[src/rtl/axi4lite_rd_burst_bridge.sv]
// ---------------------------------------------------------------------------
// axi4lite_rd_burst_bridge
//
// Purpose:
//   Read-path bridge from AXI4 to AXI4-Lite. It accepts one AXI4 AR burst at a
//   time (FIXED, INCR or WRAP, len 0..255). It splits the burst into len+1
//   single-beat Lite reads, with up to MAX_OUT reads in flight. It returns the
//   Lite responses as an AXI4 R burst that carries the original ID, with
//   RLAST set on the final beat. An illegal burst is not forwarded to the
//   Lite side. It is answered locally with len+1 SLVERR beats.
//
// Optional feature (compile-time macro AXI4LITE_RD_BRIDGE_STICKY_RESP_EN):
//   Defined   - once a beat returns a non-OKAY response, every later beat of
//               the same burst reports the worst response seen so far.
//   Undefined - every beat reports its own Lite response.
//
// Ports:
//   clk, rstn                 clock, synchronous active-low reset
//   i_s_ar_* / o_s_ar_ready   AXI4 read address channel (slave side)
//   o_s_r_* / i_s_r_ready     AXI4 read data channel (slave side)
//   o_m_ar_* / i_m_ar_ready   AXI4-Lite read address channel (master side)
//   i_m_r_* / o_m_r_ready     AXI4-Lite read data channel (master side)
//   o_dbg_state               current FSM state (0 IDLE, 1 ISSUE, 2 ERR)
//
// Handshake semantics (all channels): a transfer happens on a rising clk edge
// where valid and ready are both 1. A source holds valid and its payload
// stable until that edge. A source never waits for ready before it raises
// valid. In ISSUE the R path is a zero-latency combinational pass-through
// from the Lite side to the AXI4 side.
// ---------------------------------------------------------------------------
module axi4lite_rd_burst_bridge #(
    parameter int ID_W    = 5,
    parameter int ADDR_W  = 32,
    parameter int DATA_W  = 64,
    parameter int MAX_OUT = 4
) (
    input  logic              clk,
    input  logic              rstn,
    input  logic              i_s_ar_valid,
    output logic              o_s_ar_ready,
    input  logic [ID_W-1:0]   i_s_ar_id,
    input  logic [ADDR_W-1:0] i_s_ar_addr,
    input  logic [7:0]        i_s_ar_len,
    input  logic [2:0]        i_s_ar_size,
    input  logic [1:0]        i_s_ar_burst,
    input  logic [2:0]        i_s_ar_prot,
    output logic              o_s_r_valid,
    input  logic              i_s_r_ready,
    output logic [ID_W-1:0]   o_s_r_id,
    output logic [DATA_W-1:0] o_s_r_data,
    output logic [1:0]        o_s_r_resp,
    output logic              o_s_r_last,
    output logic              o_m_ar_valid,
    input  logic              i_m_ar_ready,
    output logic [ADDR_W-1:0] o_m_ar_addr,
    output logic [2:0]        o_m_ar_prot,
    input  logic              i_m_r_valid,
    output logic              o_m_r_ready,
    input  logic [DATA_W-1:0] i_m_r_data,
    input  logic [1:0]        i_m_r_resp,
    output logic [1:0]        o_dbg_state
);

    localparam int MAX_SIZE = $clog2(DATA_W / 8);
    localparam int OW       = $clog2(MAX_OUT + 1);

    typedef enum logic [1:0] {
        ST_IDLE  = 2'd0,
        ST_ISSUE = 2'd1,
        ST_ERR   = 2'd2
    } state_t;

    state_t            r_state;
    logic              r_s_ar_ready;
    logic [ID_W-1:0]   r_id;
    logic [ADDR_W-1:0] r_addr;
    logic [7:0]        r_len;
    logic [2:0]        r_size;
    logic [1:0]        r_burst;
    logic [2:0]        r_prot;
    logic [8:0]        r_issue_cnt;
    logic [8:0]        r_ret_cnt;
    logic [OW-1:0]     r_out_cnt;

    logic              w_issue;
    logic              w_err;
    logic              w_has_out;
    logic              w_m_ar_hs;
    logic              w_m_r_hs;
    logic              w_s_r_hs;
    logic              w_last;
    logic              w_bad_req;
    logic [1:0]        w_resp;

    logic [ADDR_W-1:0] w_size_mask;
    logic [ADDR_W-1:0] w_aligned;
    logic [ADDR_W-1:0] w_offs;
    logic [ADDR_W-1:0] w_total;
    logic [ADDR_W-1:0] w_wrap_mask;
    logic [ADDR_W-1:0] w_lower;
    logic [ADDR_W-1:0] w_wrap_addr;
    logic [ADDR_W-1:0] w_beat_addr;

    // A request is illegal if it uses the reserved burst type, if it is wider
    // than the data bus, or if it is a WRAP whose length is not 2/4/8/16 beats.
    assign w_bad_req = (i_s_ar_burst == 2'b11)
                    || (i_s_ar_size > 3'(MAX_SIZE))
                    || ((i_s_ar_burst == 2'b10)
                        && !(i_s_ar_len inside {8'd1, 8'd3, 8'd7, 8'd15}));

    // Beat address for beat index r_issue_cnt. All arithmetic is modulo
    // 2^ADDR_W. For a legal WRAP the total size is a power of two, so the
    // modulo reduces to a mask.
    assign w_size_mask = (ADDR_W'(1) << r_size) - ADDR_W'(1);
    assign w_aligned   = r_addr & ~w_size_mask;
    assign w_offs      = ADDR_W'(r_issue_cnt) << r_size;
    assign w_total     = (ADDR_W'(r_len) + ADDR_W'(1)) << r_size;
    assign w_wrap_mask = w_total - ADDR_W'(1);
    assign w_lower     = w_aligned & ~w_wrap_mask;
    assign w_wrap_addr = w_lower + ((w_aligned - w_lower + w_offs) & w_wrap_mask);

    always_comb begin
        w_beat_addr = r_addr;
        case (r_burst)
            2'b00:   w_beat_addr = r_addr;
            2'b10:   w_beat_addr = w_wrap_addr;
            // INCR: beat 0 keeps the unaligned start address.
            default: w_beat_addr = (r_issue_cnt == 9'd0) ? r_addr : (w_aligned + w_offs);
        endcase
    end

    assign w_issue   = (r_state == ST_ISSUE);
    assign w_err     = (r_state == ST_ERR);
    assign w_has_out = (r_out_cnt != '0);
    assign w_last    = (r_ret_cnt == {1'b0, r_len});

`ifdef AXI4LITE_RD_BRIDGE_STICKY_RESP_EN
    logic [1:0] r_sticky;
    // The numeric order of the codes matches severity: DECERR > SLVERR > OKAY.
    assign w_resp = (r_sticky > i_m_r_resp) ? r_sticky : i_m_r_resp;
`else
    assign w_resp = i_m_r_resp;
`endif

    assign o_m_ar_valid = w_issue && (r_issue_cnt <= {1'b0, r_len})
                       && (r_out_cnt < OW'(MAX_OUT));
    assign o_m_ar_addr  = w_issue ? w_beat_addr : '0;
    assign o_m_ar_prot  = r_prot;
    // R is passed through only while a Lite read is outstanding. A stray
    // Lite R beat stays blocked.
    assign o_m_r_ready  = w_issue && i_s_r_ready && w_has_out;
    assign o_s_r_valid  = (w_issue && i_m_r_valid && w_has_out) || w_err;
    assign o_s_r_data   = w_issue ? i_m_r_data : '0;
    assign o_s_r_resp   = w_issue ? w_resp : (w_err ? 2'b10 : 2'b00);
    assign o_s_r_last   = (w_issue || w_err) && w_last;
    assign o_s_r_id     = r_id;
    assign o_s_ar_ready = r_s_ar_ready;
    assign o_dbg_state  = r_state;

    assign w_m_ar_hs = o_m_ar_valid && i_m_ar_ready;
    assign w_m_r_hs  = o_m_r_ready && i_m_r_valid;
    assign w_s_r_hs  = o_s_r_valid && i_s_r_ready;

    always_ff @(posedge clk) begin
        if (!rstn) begin
            r_state      <= ST_IDLE;
            r_s_ar_ready <= 1'b0;
            r_id         <= '0;
            r_addr       <= '0;
            r_len        <= '0;
            r_size       <= '0;
            r_burst      <= '0;
            r_prot       <= '0;
            r_issue_cnt  <= '0;
            r_ret_cnt    <= '0;
            r_out_cnt    <= '0;
`ifdef AXI4LITE_RD_BRIDGE_STICKY_RESP_EN
            r_sticky     <= 2'b00;
`endif
        end else begin
            case (r_state)
                ST_IDLE: begin
                    r_s_ar_ready <= 1'b1;
                    if (i_s_ar_valid && r_s_ar_ready) begin
                        r_s_ar_ready <= 1'b0;
                        r_id         <= i_s_ar_id;
                        r_addr       <= i_s_ar_addr;
                        r_len        <= i_s_ar_len;
                        r_size       <= i_s_ar_size;
                        r_burst      <= i_s_ar_burst;
                        r_prot       <= i_s_ar_prot;
                        r_issue_cnt  <= '0;
                        r_ret_cnt    <= '0;
                        r_out_cnt    <= '0;
`ifdef AXI4LITE_RD_BRIDGE_STICKY_RESP_EN
                        r_sticky     <= 2'b00;
`endif
                        r_state      <= w_bad_req ? ST_ERR : ST_ISSUE;
                    end
                end
                ST_ISSUE: begin
                    if (w_m_ar_hs) begin
                        r_issue_cnt <= r_issue_cnt + 9'd1;
                    end
                    case ({w_m_ar_hs, w_m_r_hs})
                        2'b10:   r_out_cnt <= r_out_cnt + OW'(1);
                        2'b01:   r_out_cnt <= r_out_cnt - OW'(1);
                        default: r_out_cnt <= r_out_cnt;
                    endcase
                    if (w_m_r_hs) begin
                        r_ret_cnt <= r_ret_cnt + 9'd1;
`ifdef AXI4LITE_RD_BRIDGE_STICKY_RESP_EN
                        r_sticky  <= w_resp;
`endif
                        if (w_last) begin
                            r_state      <= ST_IDLE;
                            r_s_ar_ready <= 1'b1;
                        end
                    end
                end
                ST_ERR: begin
                    if (w_s_r_hs) begin
                        r_ret_cnt <= r_ret_cnt + 9'd1;
                        if (w_last) begin
                            r_state      <= ST_IDLE;
                            r_s_ar_ready <= 1'b1;
                        end
                    end
                end
                default: r_state <= ST_IDLE;
            endcase
        end
    end

endmodule

[config.mk]
export PLATFORM = sky130hd
export DESIGN_NAME = axi4lite_rd_burst_bridge
export DESIGN_NICKNAME = d
export VERILOG_FILES = /design/src/rtl/axi4lite_rd_burst_bridge.sv
export SDC_FILE = /design/constraint.sdc
export NUM_CORES = 1
export LEC_CHECK = 0
export BUFFER_PORTS_ARGS = -buffer_cell sky130_fd_sc_hd__buf_4
export CAP_MARGIN = 20
export CORE_MARGIN = 3
export CORE_UTILIZATION = 50
export CTS_BUF_LIST = sky130_fd_sc_hd__clkbuf_8 sky130_fd_sc_hd__clkbuf_16
export CTS_CLUSTER_SIZE = 16
export DETAILED_ROUTE_END_ITERATION = 10
export PLACE_DENSITY = 0.79
export SYNTH_ARGS = -nofsm -noshare
export SYNTH_HDL_FRONTEND = slang
export SYNTH_SLANG_ARGS = --single-unit
[constraint.sdc]
create_clock -name clk -period 17.2 [get_ports clk]
set_input_delay 0 -clock clk [delete_from_list [all_inputs] [get_ports clk]]
set_output_delay 0 -clock clk [all_outputs]
set_load 0.005 [all_outputs]
==> flow_metrics.py <==
metrics = {
    "status": {
        "status": "complete, no violations",
    },
    "pwr": {
        "combPwrFrac_pct": 52.3,
        "leakage_uw": 0.00628,
        "switching_share_pct": 42.2,
        "pwr-share-clk_pct": 23.6,
        "p_seq_share_pct": 24.2,
        "internal-power_uw": 505,
        "power_density_nw_per_um2": 62.5,
        "switchingPower_uw": 368,
        "vdd_drop_max_v": 0.0000440,
    },
    "layout": {
        "fin_nets": 2061,
        "regArea_um2": 1540,
        "multi_input_area_um2": 9130,
        "syn2layout_area_growth_pct": 23.4,
        "n_fill_cell": 1970,
        "drive_gt1_share_pct": 17.1,
    },
    "die": {
        "core_area_um2": 22000,
        "die-area_um2": 24500,
        "die_w_um": 156,
        "ioPinCount": 238,
        "die_h_um": 156,
        "row_count": 54,
        "start_util_pct": 51.4,
    },
    "drt": {
        "ant_nets": 0,
        "drt-wirelength-per-cell_um": 20.1,
        "wirelength_mm": 42.7,
        "drtIter0Drc": 986,
        "drc_errors": 0,
        "route.vias.total": 12800,
        "viasPerCell": 6.05,
        "first_pass_iters": 8,
    },
    "critical_path": {
        "cp_data_arrival_time_ns": 9.55,
        "worstSetupPathType": "flop to output port",
        "critPathLaunch": "r_len[0]",
        "r2r-start": "r_len[2]",
        "crit_end": "o_m_ar_addr[31]",
        "crit_slowest_cell": "dfxtp_1",
        "required_ns": 17.20,
        "r2r_slack_ns": 12.84,
        "cpPeakStageDelay_ns": 0.83,
        "r2r_cells": 14,
        "cp_max_fo": 22,
        "startpoint_type": "flop",
        "cp-end-kind": "output port",
        "rr_endpoint": "r_issue_cnt[7]",
    },
    "clock_tree": {
        "h-tree-depth": 3,
        "postCtsSetupBuffers": 0,
        "clk_pin_slew_ns": 0.07,
        "clk_latency_ns": 0.35,
        "clk_path_buf_depth": 2,
        "clock_sink_count": 77,
        "tritoncts": "yes",
        "cts_inserted_buffers": 9,
        "root_buffer": "clkbuf_16",
    },
    "placed_design": {
        "io_buffers": 237,
        "place_congestion": 0.947,
        "place_ws_ns": 8.20,
        "hpwl_mm": 33.1,
    },
    "synthesis": {
        "synth.most_common_cell": "nand2_1",
        "synth_top_area_share_pct": 13.6,
        "synth_cell_types": 96,
        "synth_area_leader_cell": "dfxtp_1",
        "synthArstFlopShare_pct": 0,
        "netlist_top_cells_count": "nand2_1 (257), nor2_1 (113), a21oi_1 (106), ha_1 (99), and2_1 (91)",
        "synth_edf_count": 0,
        "syn_area_um2": 11300,
        "avgSynthCellArea_um2": 6.99,
        "ys.flop_type": "dfxtp_1",
        "synth_warnings": 0,
        "synthesis.instances": 1619,
        "yosysSeqAreaShare_pct": 13.6,
        "synth.area.top_cells": "dfxtp_1 (14%), ha_1 (11%), nand2_1 (8.5%), and2_1 (5.0%), xnor2_1 (5.0%)",
        "syn-num-nets": 1846,
        "ys_ff_latch": 77,
    },
    "global_route": {
        "grt_pass1_vias": 12300,
        "overflow": 0,
        "grt_max_degree": 77,
        "antenna_found_initial": 1,
        "grt_pass1_wl_mm": 66.4,
        "grt_usage_pct": 33.9,
    },
    "sta": {
        "setup_violations": 0,
        "finalMaxSlewViolations": 0,
        "slew_headroom_pct": 32.1,
        "worstMarginPinSlew_ns": 0.993,
        "finalHoldViolCount": 0,
        "period_share_pct": 55.5,
        "finClkSkew_ns": 0.0116,
        "tns_ns": 0,
        "fmax_mhz": 105,
        "fin_ws_ns": 7.65,
        "final.min_clock_period_ns": 9.55,
        "grt_setup_unrepaired": "false",
    },
    "worst_hold_path": {
        "worst_hold_path_type": "primary input to flop",
    },
    "job": {
        "max-cap-violations": 0,
    },
}
## through the flow
step / hold slack, ns / cells / power [uW] / cell area, um2 / utilization (%)
after floorplan: 0.108 / 1619 / 532 / 11300 / -
after global placement: 0.263 / 2049 / 648 / 13100 / 59.5
after detailed placement: 0.273 / 2049 / 652 / 13100 / 59.5
after CTS: 0.0508 / 2118 / 869 / 14000 / 63.4
after global routing: 0.110 / 2120 / 930 / 14000 / 63.4
final: 0.0614 / 2120 / 873 / 14000 / 63.4
## how the worst min path moves through the flow
stage | start | to | slack, ns | cells past startpoint
4_1_cts | i_s_ar_valid | o_s_ar_ready | 0.05 | 4
3_5_place_dp | i_s_ar_addr[7] | r_addr[7] | 0.27 | 3
6_report | i_s_ar_valid | o_s_ar_ready | 0.06 | 4
5_1_grt | i_s_ar_valid | o_s_ar_ready | 0.11 | 4
2_1_floorplan | i_m_r_resp[1] | o_s_r_resp[1] | 0.11 | 2
3_3_place_gp | i_s_ar_addr[7] | r_addr[7] | 0.26 | 3
## worst max-delay path: cells and delay by family, from the launching register on
kind | cells | cell delay (ns)
buf+inv | 2 | 0.33
flops | 1 | 0.83
fa+ha+maj | 4 | 1.82
xor+xnor | 3 | 0.62
simple gates | 9 | 1.63
compound gates | 17 | 3.97
## routing by layer
metal  wire (um)  part of all wire, %  GRT usage (%)  vias up
li1            -                    -              -     6166
met1       18000                   42           42.6     6077
met2       19800                   46           57.5      500
met3        2990                  7.0           6.19       89
met4        1820                  4.3           13.3        0
met5           0                    0              0        -
## repair_timing
action                    4_1_cts  5_1_grt
hold buffers                   53        0
hold endpoints to repair       53        0
gates resized for setup         0        0
## power groups by stage
| stage | clock network (uW) | registers, uW | logic, uW |
|---|---|---|---|
| final | 206 | 211 | 456 |
| after global routing | 213 | 213 | 503 |
| after CTS | 207 | 210 | 451 |
| after detailed placement | 0 | 214 | 438 |
| after global placement | 0 | 214 | 434 |
| after floorplan | 0 | 201 | 331 |
## placed cells by master, fill, tap and decap left out, types with 12 or more instances in the layout
cell type / n
o21ai_0: 53
or3_1: 16
o21a_1: 19
nor2b_1: 21
nand4_1: 22
nand3_1: 34
nor2_1: 113
mux2i_1: 32
dlygate4sd3_1: 53
a21oi_1: 106
ha_1: 98
buf_4: 246
and3_1: 26
xnor2_1: 65
nand2b_1: 35
nor3_1: 34
dfxtp_1: 76
a211oi_1: 27
a21boi_0: 57
and2_1: 91
a21o_1: 35
o21bai_1: 12
nand2_1: 257
inv_1: 60
xor2_1: 42
## area by class of cell
type | instances | share of cell area [%]
multi-input combinational | 1383 | 65.4
timing repair buffer | 300 | 17.1
sequential | 77 | 11.0
tap | 280 | 2.51
inverter | 63 | 1.69
clock buffer | 9 | 1.61
clock inverter | 7 | 0.654
antenna | 1 | 0.0179
## logic make-up (layout without fill, tap and decap cells)
family | count (synthesis) | in the layout | synth area share, %
adders and majority gates | 102 | 102 | 11.5
and+or+nand+nor | 717 | 717 | 31.9
buffers and inverters | 159 | 379 | 5.74
xor gates and xnor gates | 108 | 108 | 8.43
AOI/OAI and AO/OA | 416 | 416 | 25.1
muxes | 40 | 40 | 3.69
DFF | 77 | 77 | 13.6
other | 0 | 1 | 0
## state kept, by name, summed over array words and instances (netlist names)
name and flops:
o_s_r_id 5, o_dbg_state 2, r_size 3, r_burst 2, r_len 8, r_ret_cnt 9
o_s_ar_ready 1, r_addr 32, r_out_cnt 3, r_issue_cnt 9, o_m_ar_prot 3
No activity file was read; power rests on OpenSTA's default activity.
